===== config.mk =====
export PLATFORM = sky130hd
export DESIGN_NAME = apb_master
export DESIGN_NICKNAME = d
export VERILOG_FILES = /design/src/rtl/apb_pkg.sv /design/src/rtl/apb_master_wdog.sv /design/src/rtl/apb_master.sv
export SDC_FILE = /design/constraint.sdc
export NUM_CORES = 1
export LEC_CHECK = 0
export CORE_AREA = 2 2 47 82
export DETAILED_ROUTE_END_ITERATION = 12
export DIE_AREA = 0 0 49 84
export GPL_TIMING_DRIVEN = 1
export PLACE_DENSITY = 0.73
export SETUP_SLACK_MARGIN = 0.3
export SLEW_MARGIN = 0
export SYNTH_ARGS = -nofsm -noshare
export SYNTH_HDL_FRONTEND = slang
export SYNTH_HIERARCHICAL = 1
export SYNTH_SLANG_ARGS = --single-unit

===== constraint.sdc =====
create_clock -name PCLK -period 1.34 [get_ports PCLK]
set_input_delay 0.335 -clock PCLK [delete_from_list [all_inputs] [get_ports PCLK]]
set_output_delay 0.335 -clock PCLK [all_outputs]
set_load 0.01 [all_outputs]

===== src/rtl/apb_pkg.sv =====
`default_nettype none
// ============================================================================
// Module   : apb_pkg
// Purpose  : Shared APB definitions: transfer-phase state encoding and the
//            default address/data widths used by masters and completers.
// Revision : 1.0 - initial release
// ============================================================================
package apb_pkg;

  typedef enum logic [1:0] {
    IDLE   = 2'b00,
    SETUP  = 2'b01,
    ACCESS = 2'b10
  } apb_state_e;

  localparam int APB_ADDR_W = 8;
  localparam int APB_DATA_W = 8;

endpackage
`default_nettype wire


===== src/rtl/apb_master_wdog.sv =====
`default_nettype none
// ============================================================================
// Module   : apb_master_wdog
// Purpose  : ACCESS-phase watchdog: counts stalled ACCESS cycles and flags the
//            TIMEOUT_CYCLES-th one if PREADY is still low.
// Revision : 1.0 - initial release
// ============================================================================
module apb_master_wdog #(
  parameter int TIMEOUT_CYCLES = 16
) (
  input  logic clk,
  input  logic rst,
  input  logic start,
  input  logic active,
  input  logic pready,
  output logic expire
);

  localparam int CNT_W = $clog2(TIMEOUT_CYCLES) + 1;

  logic [CNT_W-1:0] cnt_q, cnt_d;

  // In the k-th ACCESS cycle the counter holds k-1.
  assign expire = active & ~pready & (cnt_q == CNT_W'(TIMEOUT_CYCLES - 1));

  always_comb begin
    cnt_d = cnt_q;
    if (start) begin
      cnt_d = '0;
    end else if (active && !pready && !expire) begin
      cnt_d = cnt_q + 1'b1;
    end
  end

  always_ff @(posedge clk or posedge rst) begin
    if (rst) begin
      cnt_q <= '0;
    end else begin
      cnt_q <= cnt_d;
    end
  end

endmodule
`default_nettype wire


===== src/rtl/apb_master.sv =====
`default_nettype none
// ============================================================================
// Module   : apb_master
// Purpose  : APB requester: runs single-beat valid/ready commands as APB
//            transfers and returns a one-cycle response pulse.
//            Optional watchdog abort: define APB_MASTER_TIMEOUT_EN.
// Revision : 1.0 - initial release
// ============================================================================
module apb_master
  import apb_pkg::*;
#(
  parameter int ADDR_W         = APB_ADDR_W,
  parameter int DATA_W         = APB_DATA_W,
  parameter int TIMEOUT_CYCLES = 16
) (
  input  logic              PCLK,
  input  logic              PRESET,
  input  logic              cmd_valid,
  output logic              cmd_ready,
  input  logic              cmd_write,
  input  logic [ADDR_W-1:0] cmd_addr,
  input  logic [DATA_W-1:0] cmd_wdata,
  output logic              rsp_valid,
  output logic [DATA_W-1:0] rsp_rdata,
  output logic              rsp_timeout,
  output logic              PSEL,
  output logic              PENABLE,
  output logic              PWRITE,
  output logic [ADDR_W-1:0] PADDR,
  output logic [DATA_W-1:0] PWDATA,
  input  logic [DATA_W-1:0] PRDATA,
  input  logic              PREADY
);

  apb_state_e        state_q, state_d;
  logic [ADDR_W-1:0] paddr_q, paddr_d;
  logic [DATA_W-1:0] pwdata_q, pwdata_d;
  logic              pwrite_q, pwrite_d;
  logic              rsp_valid_q, rsp_valid_d;
  logic [DATA_W-1:0] rsp_rdata_q, rsp_rdata_d;
  logic              rsp_timeout_q, rsp_timeout_d;
  logic              wd_expire;

`ifdef APB_MASTER_TIMEOUT_EN
  apb_master_wdog #(
    .TIMEOUT_CYCLES(TIMEOUT_CYCLES)
  ) u_wdog (
    .clk    (PCLK),
    .rst    (PRESET),
    .start  (state_q == SETUP),
    .active (state_q == ACCESS),
    .pready (PREADY),
    .expire (wd_expire)
  );
`else
  // No watchdog: constant 0 for every legal TIMEOUT_CYCLES (>= 2).
  assign wd_expire = (TIMEOUT_CYCLES == 0);
`endif

  // Bus controls decode straight from state so an async reset drops them at once.
  assign PSEL        = (state_q != IDLE);
  assign PENABLE     = (state_q == ACCESS);
  assign cmd_ready   = (state_q == IDLE) & ~PRESET;
  assign PADDR       = paddr_q;
  assign PWRITE      = pwrite_q;
  assign PWDATA      = pwdata_q;
  assign rsp_valid   = rsp_valid_q;
  assign rsp_rdata   = rsp_rdata_q;
  assign rsp_timeout = rsp_timeout_q;

  always_comb begin
    state_d       = state_q;
    paddr_d       = paddr_q;
    pwrite_d      = pwrite_q;
    pwdata_d      = pwdata_q;
    rsp_valid_d   = 1'b0;
    rsp_timeout_d = 1'b0;
    rsp_rdata_d   = rsp_rdata_q;
    case (state_q)
      IDLE: begin
        if (cmd_valid) begin
          paddr_d  = cmd_addr;
          pwrite_d = cmd_write;
          pwdata_d = cmd_wdata;
          state_d  = SETUP;
        end
      end
      SETUP: begin
        state_d = ACCESS;
      end
      ACCESS: begin
        if (PREADY) begin
          state_d     = IDLE;
          rsp_valid_d = 1'b1;
          rsp_rdata_d = pwrite_q ? '0 : PRDATA;
        end else if (wd_expire) begin
          state_d       = IDLE;
          rsp_valid_d   = 1'b1;
          rsp_timeout_d = 1'b1;
          rsp_rdata_d   = '0;
        end
      end
      default: begin
        state_d = IDLE;
      end
    endcase
  end

  always_ff @(posedge PCLK or posedge PRESET) begin
    if (PRESET) begin
      state_q       <= IDLE;
      paddr_q       <= '0;
      pwrite_q      <= 1'b0;
      pwdata_q      <= '0;
      rsp_valid_q   <= 1'b0;
      rsp_rdata_q   <= '0;
      rsp_timeout_q <= 1'b0;
    end else begin
      state_q       <= state_d;
      paddr_q       <= paddr_d;
      pwrite_q      <= pwrite_d;
      pwdata_q      <= pwdata_d;
      rsp_valid_q   <= rsp_valid_d;
      rsp_rdata_q   <= rsp_rdata_d;
      rsp_timeout_q <= rsp_timeout_d;
    end
  end

endmodule
`default_nettype wire


**Yosys cells after proc, flatten, opt, wreduce, memory -nomap -nowiden**

Cells that the tools add are included.
W data, S select, Z words.

- Word-level logic and storage cells: 23
- Output and inout port bits: 30
- Register bits: 28

- Muxes and demuxes: 6
- Reductions and logical operators: 5
- Equality and inequality tests: 4
- Bitwise operators: 2

Operators by type and width:

| kind | count |
|---|---|
| $mux W8 | 1 |
| $pmux W2 S3 | 1 |
| $reduce_and A2 Y1 | 3 |
| $mux W2 | 2 |
| $eq A2 B1 Y1 const B | 1 |
| $eq A2 B2 Y1 const B | 1 |
| $logic_not A2 Y1 | 1 |
| $mux W1 | 2 |
| $ne A2 B1 Y1 const B | 1 |
| $ne A2 B2 Y1 const B | 1 |
| $reduce_bool A2 Y1 | 1 |
| $and A1 B1 Y1 | 1 |
| $not A1 Y1 | 1 |

**Depth between registers and ports, before layout**

- Depth in word-level cells: 3
- Gate-level depth with buffers: 4
- Gate-level depth less buffers: 2

**Worst setup path after synthesis**

OpenSTA, ideal clock, no wires.

- Path kind: flip-flop to flip-flop
- Start: reg state_q[1]
- End: reg paddr_q[7] (netlist: PADDR[7])
- Stages on the path, launching flop included: 5
- Period minus slack after synthesis: 1292 ps
- Slack: 48 ps
- Arrival: 1167 ps
- Buffers on the path: 2
- Cell sequence: dfrtp_1 > nor3b_2 > buf_6 > buf_12 > mux2_4

- Cells in the longest elaborated chain, start to end: 2

Ends and longest elaborated chain:

| what | RTL line | source |
|---|---|---|
| start, declared | apb_master.sv:35 | `apb_state_e state_q, state_d;` |
| start signal, assigned | apb_master.sv:119 | `state_q <= state_d;` |
| $logic_not A2 Y1 | apb_master.sv:79 | `case (state_q)` |
| $reduce_and A2 Y1 (no source line) | - |  |
| end signal, assigned | apb_master.sv:120 | `paddr_q <= paddr_d;` |
| end, declared | apb_master.sv:36 | `logic [ADDR_W-1:0] paddr_q, paddr_d;` |

No other way between the ends.
A chain may end at the register's enable or synchronous reset.

**Final worst setup path**

- Start: reg state_q[0]
- End: out PENABLE

- Cells in the longest elaborated chain, start to end: 1

Ends and longest elaborated chain:

| what | RTL line | source |
|---|---|---|
| $eq A2 B2 Y1 | apb_master.sv:62 | `assign PENABLE = (state_q == ACCESS);` |
| end, declared | apb_master.sv:27 | `output logic PENABLE,` |

No other way between the ends.

==> flow_summary.json <==
{
  "status": "finished with violations",
  "violations": "negative setup slack",
  "cts_root_buffer": "sky130_fd_sc_hd__clkbuf_8",
  "fin_cells": 199,
  "n_antenna_cell": 0,
  "path_class": "register to primary output",
  "synthCells": 74,
  "post-route-cell-area_um2": 1968,
  "setup_skew_ns": 0.001790,
  "synth_fp_nets": 103,
  "post-layout-total-power_w": 0.004266,
  "cts_buffers": 3,
  "largest_net_degree_at_the_start_of_global_routing": 29,
  "floorplan.initialDensity": 0.3434,
  "dpl.cell_count": 179,
  "crit_path_start_kind": "register",
  "critical_path_arrival_ns": 1.12,
  "h-tree-depth": 1,
  "clock_sink_count": 28,
  "synth.top_cells.by_count": "sky130_fd_sc_hd__dfrtp_1 (28), sky130_fd_sc_hd__mux2_4 (17), sky130_fd_sc_hd__mux2_2 (9), sky130_fd_sc_hd__nor2b_1 (8)",
  "internal_power_w": 0.003014,
  "most_used_standard_cell_by_instance_count_after_synthesis": "sky130_fd_sc_hd__dfrtp_1",
  "post-route-drc-count": 0,
  "ctsLongestPathBuffers": 2,
  "hpwl_um": 1900,
  "firstDrtPassIters": 2,
  "power_frac_clock": 0.153,
  "synth_xor_xnor_area_share": 0,
  "ys.warnings.count": 6,
  "grt_first_pass_wirelength_um": 4519,
  "achievable_freq_ghz": 0.6879,
  "grt_antenna_before_repair": 0,
  "synth.yosys.seq_area_share": 0.5797,
  "drt.antenna.violating_nets": 0,
  "placementRows": 29,
  "overflow": 0,
  "power.density_cell_area_nw_per_um2": 2167,
  "ys_types": 14,
  "seq_power_share": 0.334,
  "required_ns": 1.00,
  "fin_crit_ns": 1.454,
  "vdd_drop_max_mv": 1.166,
  "design.die.area_um2": 4116,
  "chipWidth_um": 49,
  "syn_area_um2": 1209,
  "synth_enable_flop_cells": 0,
  "synth.top_cell.area_share": 0.5797,
  "synth_top_area_cell": "sky130_fd_sc_hd__dfrtp_1",
  "drt-total-wl_um": 2646,
  "crit_fanout": 5,
  "route.detailed.wl_per_inst_um": 13.30,
  "synth_area_leaders": "sky130_fd_sc_hd__dfrtp_1 (58%), sky130_fd_sc_hd__mux2_4 (21%), sky130_fd_sc_hd__mux2_2 (8.4%)",
  "place.gp.congestion": 0.6659,
  "area_delta_synth_final_pct": 62.84,
  "drtIter0Drc": 7,
  "yosys.area_share.simple": 0.07764,
  "first_global_vias": 938,
  "synth_mux_area_frac": 0.2950,
  "layout_worst_path_cycle_share": 1.085,
  "final-setup-viol-count": 25,
  "cts_tree": "built",
  "path_clk_slew_ns": 0.09,
  "report.final.slew_viol_count": 0,
  "synth_top_family_by_area": "multiplexers",
  "drive_above_1_share": 0.5621,
  "synth_fa_ha_area_frac": 0,
  "ys_seq_elements": 28,
  "crit_start": "state_q[0]",
  "hold_buffers": 0,
  "dieHeight_um": 84,
  "holdCritPathClass": "input port to async pin",
  "ys_async_sr_fraction": 1.000,
  "timing.final.ws_setup_ns": -0.1137,
  "rsz0062_at_grt": "true",
  "port_buffers": 57,
  "worst_skew_pair.late_latency_ns": 0.27,
  "leakage_nw": 0.9491,
  "synth_compound_area_frac": 0,
  "grtUsageTotal": 0.1411,
  "place_ws_ns": -0.4353,
  "detailroute.via_count": 864,
  "ratio_of_routed_vias_to_standard_cells": 4.342,
  "postLayoutCoreUtil": 0.5592,
  "switching_power_w": 0.001252,
  "hold_viol": 0,
  "pwr-share-comb": 0.513,
  "io-pin-count": 59,
  "cell_area_after_placement_um2": 1877,
  "cp_endpoint_kind": "primary output",
  "avgSynthCellArea_um2": 16.33,
  "core_region_area_um2": 3520,
  "maxCapViolations": 0,
  "dominantRegCellSynth": "sky130_fd_sc_hd__dfrtp_1",
  "rr_startpoint": "state_q[1]",
  "finalNetCount": 183,
  "power.switching_fraction": 0.2935
}
==> stage by stage <==
stage | hold slack, ns | setup TNS [ns]
global placement | 0.4922 | -8.469
detailed placement | 0.4924 | -8.599
floorplan | 0.4004 | 0
global route | 0.5053 | -2.902
finish | 0.4786 | -1.468
CTS | 0.4808 | -1.595
==> layout make-up <==
class | count | area [um2]
clock buffer | 3 | 41.29
clock inverter | 1 | 30.03
sequential | 28 | 700.7
timing repair buffer | 79 | 669.4
fill | 308 | 1551
inverter | 1 | 3.754
multi-input combinational | 41 | 465.4
tap | 46 | 57.56
==> cell families (layout without fill, tap and decap cells) <==
logic type             Yosys count  in the layout
AND/OR/NAND/NOR                 14             14
other                            1              1
multiplexers                    26             26
flip-flops                      28             28
buffers and inverters            5             84
==> power groups by stage <==
stage,logic (W),registers (W),clock network (W)
2_1_floorplan,0.000871,0.00165,0
6_report,0.00219,0.00142,0.000651
3_5_place_dp,0.00217,0.00145,0
4_1_cts,0.00208,0.00142,0.000675
5_1_grt,0.00234,0.00148,0.000695
3_3_place_gp,0.00213,0.00143,0
==> placed cells by master (no fill, tap or decap), drive strengths merged <==
master         instances
nor2                   2
nor3b                  1
inv                    1
clkbuf                 3
conb                   1
and3b                  1
nor2b                  8
bufinv                 1
and2b                  1
or2                    1
buf                   51
clkdlybuf4s50         28
mux2                  26
dfrtp                 28
==> layer usage <==
layer	vias up	wire length [um]	track usage
met5	-	0	0
met4	0	23	0.05455
met3	2	156	0.03943
met2	35	1501	0.2540
met1	423	964	0.1524
li1	404	-	-
==> worst paths after layout <==
kind	endpoint	slack [ns]	cells past startpoint
setup / recovery	PENABLE	-0.11	3
hold / removal	state_q[0]	0.48	3
setup reg to reg	PADDR[6]	-0.10	4
hold reg to reg	PADDR[1]	0.51	1
max in group asynchronous	state_q[1]	0.70	3
min in group PCLK	PADDR[1]	0.51	1
==> flip-flops by register name, indices dropped and copies added, names as in the netlist <==
signal	flops
PADDR	8
PWDATA	8
rsp_rdata	8
state_q	2
PWRITE	1
rsp_valid	1
==> critical path, cell delays in order (launching register included) <==
cell and delay [ns]:
sky130_fd_sc_hd__dfrtp_1 0.39, sky130_fd_sc_hd__buf_4 0.15, sky130_fd_sc_hd__and2b_2 0.21, sky130_fd_sc_hd__buf_6 0.09
==> repair_timing <==
action | in CTS | in global routing
endpoints found under the setup margin | 55 | 56
gates resized for setup | 123 | 2
pin swaps | 1 | 0
setup buffers | 10 | 6
(Power assumes the default switching activity.)
